File: config.mk
export PLATFORM = sky130hd
export DESIGN_NAME = alu_issue
export DESIGN_NICKNAME = d
export VERILOG_FILES = /design/src/rtl/alu_issue.sv
export SDC_FILE = /design/constraint.sdc
export NUM_CORES = 1
export LEC_CHECK = 0
export BUFFER_PORTS_ARGS = -buffer_cell sky130_fd_sc_hd__buf_2
export CAP_MARGIN = 20
export CORE_MARGIN = 3
export CORE_UTILIZATION = 52
export CTS_CLUSTER_SIZE = 20
export DETAILED_ROUTE_END_ITERATION = 10
export PLACE_DENSITY = 0.86
export SLEW_MARGIN = 20
export SYNTH_ARGS = -nofsm -noshare
export SYNTH_HDL_FRONTEND = slang
export SYNTH_SLANG_ARGS = --single-unit
File: constraint.sdc
create_clock -name clk -period 2.3 [get_ports clk]
set_input_delay 0.115 -clock clk [delete_from_list [all_inputs] [get_ports clk]]
set_output_delay 0.115 -clock clk [all_outputs]
set_load 0.1 [all_outputs]
File: src/rtl/alu_issue.sv
// Purpose: RV32I ALU issue stage; decodes operands/control into a two-entry skid buffer (ALU_ISSUE_ILLEGAL_EN adds illegal-encoding detection).
// Latency: one cycle from accept to out_valid when empty.
// Backpressure: in_ready drops only when both entries are full; outputs hold steady while out_ready is low.
module alu_issue (
   input  logic        clk,
   input  logic        reset_n,
   input  logic        flush,
   input  logic        in_valid,
   output logic        in_ready,
   input  logic [31:0] in_instr,
   input  logic [31:0] in_pc,
   input  logic [31:0] in_rs1,
   input  logic [31:0] in_rs2,
   output logic        out_valid,
   input  logic        out_ready,
   output logic [31:0] out_in1,
   output logic [31:0] out_in2,
   output logic [3:0]  out_control,
   output logic [4:0]  out_rd,
   output logic        out_is_branch,
   output logic        out_illegal
);

   typedef struct packed {
      logic [31:0] in1;
      logic [31:0] in2;
      logic [3:0]  ctrl;
      logic [4:0]  rd;
      logic        is_branch;
      logic        illegal;
   } entry_t;

   typedef enum logic [1:0] {
      EMPTY = 2'd0,
      ONE   = 2'd1,
      TWO   = 2'd2
   } state_t;

   localparam logic [6:0] OPC_OP     = 7'b0110011;
   localparam logic [6:0] OPC_OPIMM  = 7'b0010011;
   localparam logic [6:0] OPC_LUI    = 7'b0110111;
   localparam logic [6:0] OPC_AUIPC  = 7'b0010111;
   localparam logic [6:0] OPC_JAL    = 7'b1101111;
   localparam logic [6:0] OPC_JALR   = 7'b1100111;
   localparam logic [6:0] OPC_LOAD   = 7'b0000011;
   localparam logic [6:0] OPC_STORE  = 7'b0100011;
   localparam logic [6:0] OPC_BRANCH = 7'b1100011;

   localparam logic [3:0] CTRL_ADD  = 4'b0000;
   localparam logic [3:0] CTRL_SLT  = 4'b0010;
   localparam logic [3:0] CTRL_SLTU = 4'b0011;
   localparam logic [3:0] CTRL_SUB  = 4'b1000;
   localparam logic [3:0] CTRL_INV  = 4'b1111;

   state_t      state, state_nxt;
   entry_t      dec, out_q, skid_q;
   logic        illegal_dec;
   logic        accept, consume;
   logic        load_out, load_skid, out_from_skid;

   logic [6:0]  opcode;
   logic [2:0]  funct3;
   logic [4:0]  rd;
   logic [31:0] imm_i, imm_s, imm_u;

   assign opcode = in_instr[6:0];
   assign funct3 = in_instr[14:12];
   assign rd     = in_instr[11:7];
   assign imm_i  = {{20{in_instr[31]}}, in_instr[31:20]};
   assign imm_s  = {{20{in_instr[31]}}, in_instr[31:25], in_instr[11:7]};
   assign imm_u  = {in_instr[31:12], 12'h000};

`ifdef ALU_ISSUE_ILLEGAL_EN
   logic [6:0] funct7;
   assign funct7 = in_instr[31:25];

   // flag encodings outside the supported RV32I subset
   always_comb begin
      illegal_dec = 1'b0;
      case (opcode)
         OPC_OP:
            illegal_dec = !((funct7 == 7'h00) ||
                            ((funct7 == 7'h20) && ((funct3 == 3'b000) || (funct3 == 3'b101))));
         OPC_OPIMM:
            illegal_dec = ((funct3 == 3'b001) || (funct3 == 3'b101)) &&
                          !((funct7 == 7'h00) || (funct7 == 7'h20));
         OPC_LUI, OPC_AUIPC, OPC_JAL, OPC_JALR, OPC_LOAD, OPC_STORE, OPC_BRANCH:
            illegal_dec = 1'b0;
         default:
            illegal_dec = 1'b1;
      endcase
   end
`else
   assign illegal_dec = 1'b0;
`endif

   // decode the offered instruction into ALU operands and control
   always_comb begin
      dec      = '0;
      dec.in1  = in_rs1;
      dec.ctrl = CTRL_ADD;
      case (opcode)
         OPC_OP: begin
            dec.in2  = in_rs2;
            dec.ctrl = {in_instr[30], funct3};
            dec.rd   = rd;
         end
         OPC_OPIMM: begin
            // only SRAI uses bit 30 as an opcode bit; ADDI with imm[10]=1 stays add
            dec.in2  = imm_i;
            dec.ctrl = {in_instr[30] & (funct3 == 3'b101), funct3};
            dec.rd   = rd;
         end
         OPC_LUI: begin
            dec.in1 = '0;
            dec.in2 = imm_u;
            dec.rd  = rd;
         end
         OPC_AUIPC: begin
            dec.in1 = in_pc;
            dec.in2 = imm_u;
            dec.rd  = rd;
         end
         OPC_JAL, OPC_JALR: begin
            dec.in1 = in_pc;
            dec.in2 = 32'd4;
            dec.rd  = rd;
         end
         OPC_LOAD: begin
            dec.in2 = imm_i;
            dec.rd  = rd;
         end
         OPC_STORE: begin
            dec.in2 = imm_s;
         end
         OPC_BRANCH: begin
            dec.in2       = in_rs2;
            dec.is_branch = 1'b1;
            case (funct3[2:1])
               2'b10:   dec.ctrl = CTRL_SLT;
               2'b11:   dec.ctrl = CTRL_SLTU;
               default: dec.ctrl = CTRL_SUB;
            endcase
         end
         default: begin
            // unknown opcode: harmless add of rs1 with zero, no writeback
         end
      endcase
      if (illegal_dec) begin
         dec.illegal = 1'b1;
         dec.ctrl    = CTRL_INV;
         dec.rd      = '0;
      end
   end

   assign in_ready  = (state != TWO);
   assign out_valid = (state != EMPTY);
   assign accept    = in_valid & in_ready;
   assign consume   = out_valid & out_ready;

   // skid-buffer state register
   always_ff @(posedge clk or negedge reset_n) begin
      if (!reset_n) state <= EMPTY;
      else          state <= state_nxt;
   end

   // next state and buffer load enables
   always_comb begin
      state_nxt     = state;
      load_out      = 1'b0;
      load_skid     = 1'b0;
      out_from_skid = 1'b0;
      if (flush) begin
         state_nxt = EMPTY;
      end else begin
         case (state)
            EMPTY: begin
               if (accept) begin
                  load_out  = 1'b1;
                  state_nxt = ONE;
               end
            end
            ONE: begin
               if (accept && consume) begin
                  load_out = 1'b1;
               end else if (accept) begin
                  load_skid = 1'b1;
                  state_nxt = TWO;
               end else if (consume) begin
                  state_nxt = EMPTY;
               end
            end
            TWO: begin
               if (consume) begin
                  load_out      = 1'b1;
                  out_from_skid = 1'b1;
                  state_nxt     = ONE;
               end
            end
            default: state_nxt = EMPTY;
         endcase
      end
   end

   // output and skid data registers
   always_ff @(posedge clk or negedge reset_n) begin
      if (!reset_n) begin
         out_q  <= '0;
         skid_q <= '0;
      end else begin
         if (load_out)  out_q  <= out_from_skid ? skid_q : dec;
         if (load_skid) skid_q <= dec;
      end
   end

   assign out_in1       = out_q.in1;
   assign out_in2       = out_q.in2;
   assign out_control   = out_q.ctrl;
   assign out_rd        = out_q.rd;
   assign out_is_branch = out_q.is_branch;
   assign out_illegal   = out_q.illegal;

endmodule

* Yosys cells after proc, flatten, opt, wreduce, memory -nomap -nowiden
Cells that the tools add are included.
** Word-level totals
- Register bits :: 151
- Word-level logic and storage cells :: 68
- Input port bits :: 133
** Operators by class
- Mux-type cells :: 24
- Bitwise gates (word level) :: 3
- Reductions and logical operators :: 10
- Equality and inequality tests :: 19
** Operator list (count)
- case mux 32 bit (5 select lines) :: 1
- two-way mux 75 bit :: 1
- case mux 32 bit (2 select lines) :: 1
- equality test 7 x 6 -> 1 bit (second input constant) :: 3
- equality test 7 bit (second input constant) :: 3
- equality test 7 x 5 -> 1 bit (second input constant) :: 2
- two-way mux 2 bit :: 6
- case mux 4 bit (3 select lines) :: 1
- two-way mux 1 bit :: 10
- != test 3 bit (second input constant) :: 3
- case mux 4 bit (2 select lines) :: 1
- OR reduction 2 bit :: 4
- equality test 7 x 2 -> 1 bit (second input constant) :: 1
- OR reduction 7 bit :: 1
- equality test 2 bit (second input constant) :: 3
- case mux 2 bit (3 select lines) :: 1
- two-way mux 5 bit :: 1
- != test 4 bit (second input constant) :: 1
- AND reduction 4 bit :: 1
- bitwise AND 1 bit :: 3
- equality test 3 bit (second input constant) :: 1
- case mux 1 bit (3 select lines) :: 1
- OR reduction 3 bit :: 1
- equality test 2 x 1 -> 1 bit (second input constant) :: 1
- other kinds (4) :: 4

* Logic depth before layout (Yosys ltp)
- Word-level depth :: 7
- Mapped depth :: 7

* Worst setup path before layout
Ideal clock, no wire load.
- Path type :: reg-to-reg
- Start point :: register state[1]
- End point :: register out_q (netlist bit out_in2[0])
- Data required time :: 2173 ps
- Stages on the path, launching flop included :: 8
- Buffers on the path :: 2
- Period minus slack after synthesis :: 2084 ps
- Path slack :: 216 ps
- Arrival time :: 1957 ps
- Cell sequence :: dfrtp_1 > nor2b_1 > inv_1 > nor3b_1 > buf_2 > buf_2 > a221oi_1 > nor2_1
** On the way
- Longest elaborated chain between the ends :: 6
- Elaborated cells on any way between the ends :: 16
** Ends and longest elaborated chain
- start: declaration :: RTL line 55 : state_t state, state_nxt;
- start signal: assignment :: RTL line 164 : else state <= state_nxt;
- != test 2 bit * :: RTL line 156 : assign in_ready = (state != TWO);
- named net in_ready :: RTL line 9 : output logic in_ready,
- bitwise AND 1 bit * :: RTL line 158 : assign accept = in_valid & in_ready;
- logical AND 1 bit :: RTL line 184 : if (accept && consume) begin
- two-way mux 1 bit :: RTL line 184
- case mux 1 bit (3 select lines) * :: RTL line 176 : case (state)
- two-way mux 1 bit * :: RTL line 173 : if (flush) begin
- end signal: assignment :: RTL line 211 : if (load_out) out_q <= out_from_skid ? skid_q : dec;
- end: declaration :: RTL line 56 : entry_t dec, out_q, skid_q;
Mark *: on every way through the listed nets, which the timed path passes. The rest lies on a longest branch.
A chain may end at the register's enable or synchronous reset.

* Worst setup path in the final report
- Start point :: register state[1]
- End point :: register out_q (netlist bit out_in2[20])
** On the way
- Longest elaborated chain between the ends :: 6
- Elaborated cells on any way between the ends :: 16
** Ends and longest elaborated chain (RTL line)
- != test 2 bit or nonzero test 2 bit (tied branches) :: 156, 157
- bitwise AND 1 bit, on equally long branches :: 158, 159
- logical AND 1 bit or two-way mux 1 bit (tied branches) :: 184, 194
- two-way mux 1 bit, on equally long branches :: 184, 176
- case mux 1 bit (3 select lines) or two-way mux 1 bit (tied branches) :: 176, 173
- two-way mux 1 bit or two-way mux 75 bit (tied branches) :: 173, 211
Parallel ways exist; a longest one is shown, timed or not.

==> flow_summary.json <==
{
  "status": "completed",
  "die_h_um": 122,
  "async_flop_share": 1.00,
  "synth_edf_count": 0,
  "dpl.hpwl_um": 13500,
  "drc": 0,
  "ys_top_cells_by_area": "dfrtp_1 53%, a22oi_1 6.3%, a22oi_2 5.0%",
  "vdd.ir_drop.worst_mv": 0.632,
  "grt_max_degree": 72,
  "vias": 6478,
  "cts_tree": "done",
  "crit_type": "reg2reg",
  "port_buffers": 208,
  "cts_resized": 0,
  "overflow": 0,
  "hold_path.class": "in2reg",
  "coreArea_sq_mm": 0.0129,
  "multi_input_comb_area_sq_mm": 0.00300,
  "gp_congestion": 0.884,
  "path_max_fanout": 19,
  "yosysWarnings": 0,
  "area_growth_pct": 32.7,
  "rsz0062_at_grt": "false",
  "htree_levels": 4,
  "final_hold_viol_count": 0,
  "grt_pass1_vias": 6529,
  "ff2ff_path_depth": 5,
  "worst_ep_required_time_ns": 2.60,
  "critPathArrivalTime_ns": 2.30,
  "seq_area_sq_mm": 0.00375,
  "yosysSeqAreaShare": 0.532,
  "leakage_nw": 4.39,
  "synthesis.area_sq_mm": 0.00705,
  "reg2reg_slack_ns": 0.30,
  "via_per_inst": 6.05,
  "tightest_slew_ns": 0.656,
  "clock_skew_ns": 0.00653,
  "grtUsageTotal": 0.286,
  "maxCapViolCount": 0,
  "ys_types": 50,
  "dpl-instance-area_sq_mm": 0.00823,
  "whs_endpoint": "out_in1[24]",
  "drtPass1Iterations": 8,
  "die_area_sq_mm": 0.0150,
  "period_needed_ns": 2.00,
  "yosysTopAreaCellShare": 0.532,
  "routedWlPerCell_um": 19.6,
  "synth_top_area_cell": "dfrtp_1",
  "stdcell_area_sq_mm": 0.00935,
  "synth-main-ff-cell": "dfrtp_1",
  "r2r_start": "state[1]",
  "routed_wirelength_um": 21000,
  "min_from": "in_rs1[24]",
  "syn_inst": 652,
  "io_pins": 210,
  "cp-end-kind": "flip-flop",
  "cts_setup_buffers": 0,
  "fin_nets": 1018,
  "finalCritPeriodShare": 0.870,
  "root_buffer": "clkbuf_16",
  "row_count": 41,
  "die_x_um": 122,
  "r2r_end": "out_in2[20]",
  "numCtsBuffers": 17,
  "n_fill_cell": 913,
  "ant_nets": 0,
  "clk_pin_slew_ns": 0.06,
  "avgSynthCellArea_sq_um": 10.8,
  "maxSlewViolCount": 0,
  "whs_path_depth": 3,
  "finalSetupTns_ns": 0,
  "start_util": 0.545,
  "p_per_area_mw_per_mm2": 981,
  "drive_gt1_frac": 0.334,
  "finalPower_mw": 9.18,
  "crit_path_start_kind": "flip-flop",
  "first_iter_violations": 691,
  "diodes": 0,
  "final_cell_mix": "207 x buf_2, 150 x dfrtp_1, 73 x nand2_1",
  "synth_seq_cells": 150,
  "layout_commonest_cell": "buf_2",
  "antenna_found_initial": 0,
  "clock-sinks": 150,
  "grt_pass1_wl_um": 33400,
  "clock_path_buffers": 2,
  "syn_nets": 785,
  "clk_latency_ns": 0.42,
  "timing.fmax_mhz": 500,
  "setup_violations": 0,
  "max_slew_margin": 0.563
}
==> metal layers <==
| layer | track usage | share of wire | up-vias |
|---|---|---|---|
| met2 | 0.458 | 0.50 | 284 |
| li1 | - | - | 2941 |
| met4 | 0.141 | 0.045 | 0 |
| met3 | 0.0622 | 0.061 | 75 |
| met5 | 0 | 0 | - |
| met1 | 0.369 | 0.39 | 3178 |
==> registers in the layout (all words and copies together) (netlist names) <==
signal,cells
out_in2,32
out_control,4
out_rd,5
out_in1,32
out_is_branch,1
skid_q,74
state,2
==> worst max-delay path by stage <==
stage / start / endpoint / slack, ns / cells after the start
5_1_grt: state[1] / out_in2[12] / 0.14 / 5
3_5_place_dp: in_instr[6] / skid_q[74] / 0.16 / 6
3_3_place_gp: in_instr[6] / skid_q[47] / 0.29 / 6
2_1_floorplan: state[1] / out_in2[0] / 0.22 / 7
6_report: state[1] / out_in2[20] / 0.30 / 5
4_1_cts: in_instr[6] / out_in1[25] / 0.18 / 7
==> critical path, stage by stage (launching register included) <==
cell and delay (ns):
dfrtp_1 0.42, nand2b_1 0.26, a21oi_2 0.26, o21ba_2 0.23, nand3_2 0.38, o21a_1 0.33
==> kinds of logic after synthesis <==
kind of cell              Yosys count  synth area share
AOI/OAI and AO/OA                 309             0.326
xor gates and xnor gates            1           0.00124
buffers and inverters              60            0.0458
DFF                               150             0.532
muxes                               6           0.00870
other                               1          0.000532
and+or+nand+nor                   125            0.0850
==> synth_stat cells (11+ instances only) <==
cell type / instances
o21ai_0: 22
dfrtp_1: 150
a22oi_1: 59
buf_2: 21
a21oi_1: 11
a22o_1: 29
nor2_1: 18
nand2_1: 73
o21ai_1: 70
a22oi_2: 28
clkbuf_1: 24
o21a_1: 19
o22a_1: 38
==> report_power, final <==
part           total (mW)  switching, mW  leakage, nW  internal (mW)
Combinational        2.69           2.01         2.14          0.679
Clock                3.14           1.04        0.330           2.10
Sequential           3.34          0.261         1.92           3.08
Total                9.18           3.32         4.39           5.86
==> stage by stage <==
| step | cells | worst slack, ns | hold slack [ns] | utilization |
|---|---|---|---|---|
| after global routing | 1070 | 0.144 | 0.00502 | 0.724 |
| after CTS | 1069 | 0.181 | 0.000713 | 0.721 |
| final | 1070 | 0.300 | 0.00221 | 0.724 |
| after floorplan | 652 | 0.216 | -0.181 | - |
| after global placement | 995 | 0.286 | 0.164 | 0.636 |
| after detailed placement | 995 | 0.162 | 0.173 | 0.636 |
==> what timing repair did <==
| action | CTS | global route |
|---|---|---|
| hold buffers | 42 | 0 |
| endpoints found under the hold margin | 114 | 0 |
| endpoints found under the setup margin | 0 | 0 |
==> layout make-up <==
cell class | count | share of cell area
clock inverter | 7 | 0.0174
clock buffer | 25 | 0.0551
sequential | 150 | 0.401
multi-input combinational | 442 | 0.320
timing repair buffer | 269 | 0.181
inverter | 5 | 0.00201
tap | 172 | 0.0230
Power figures use the tool's default switching activity.
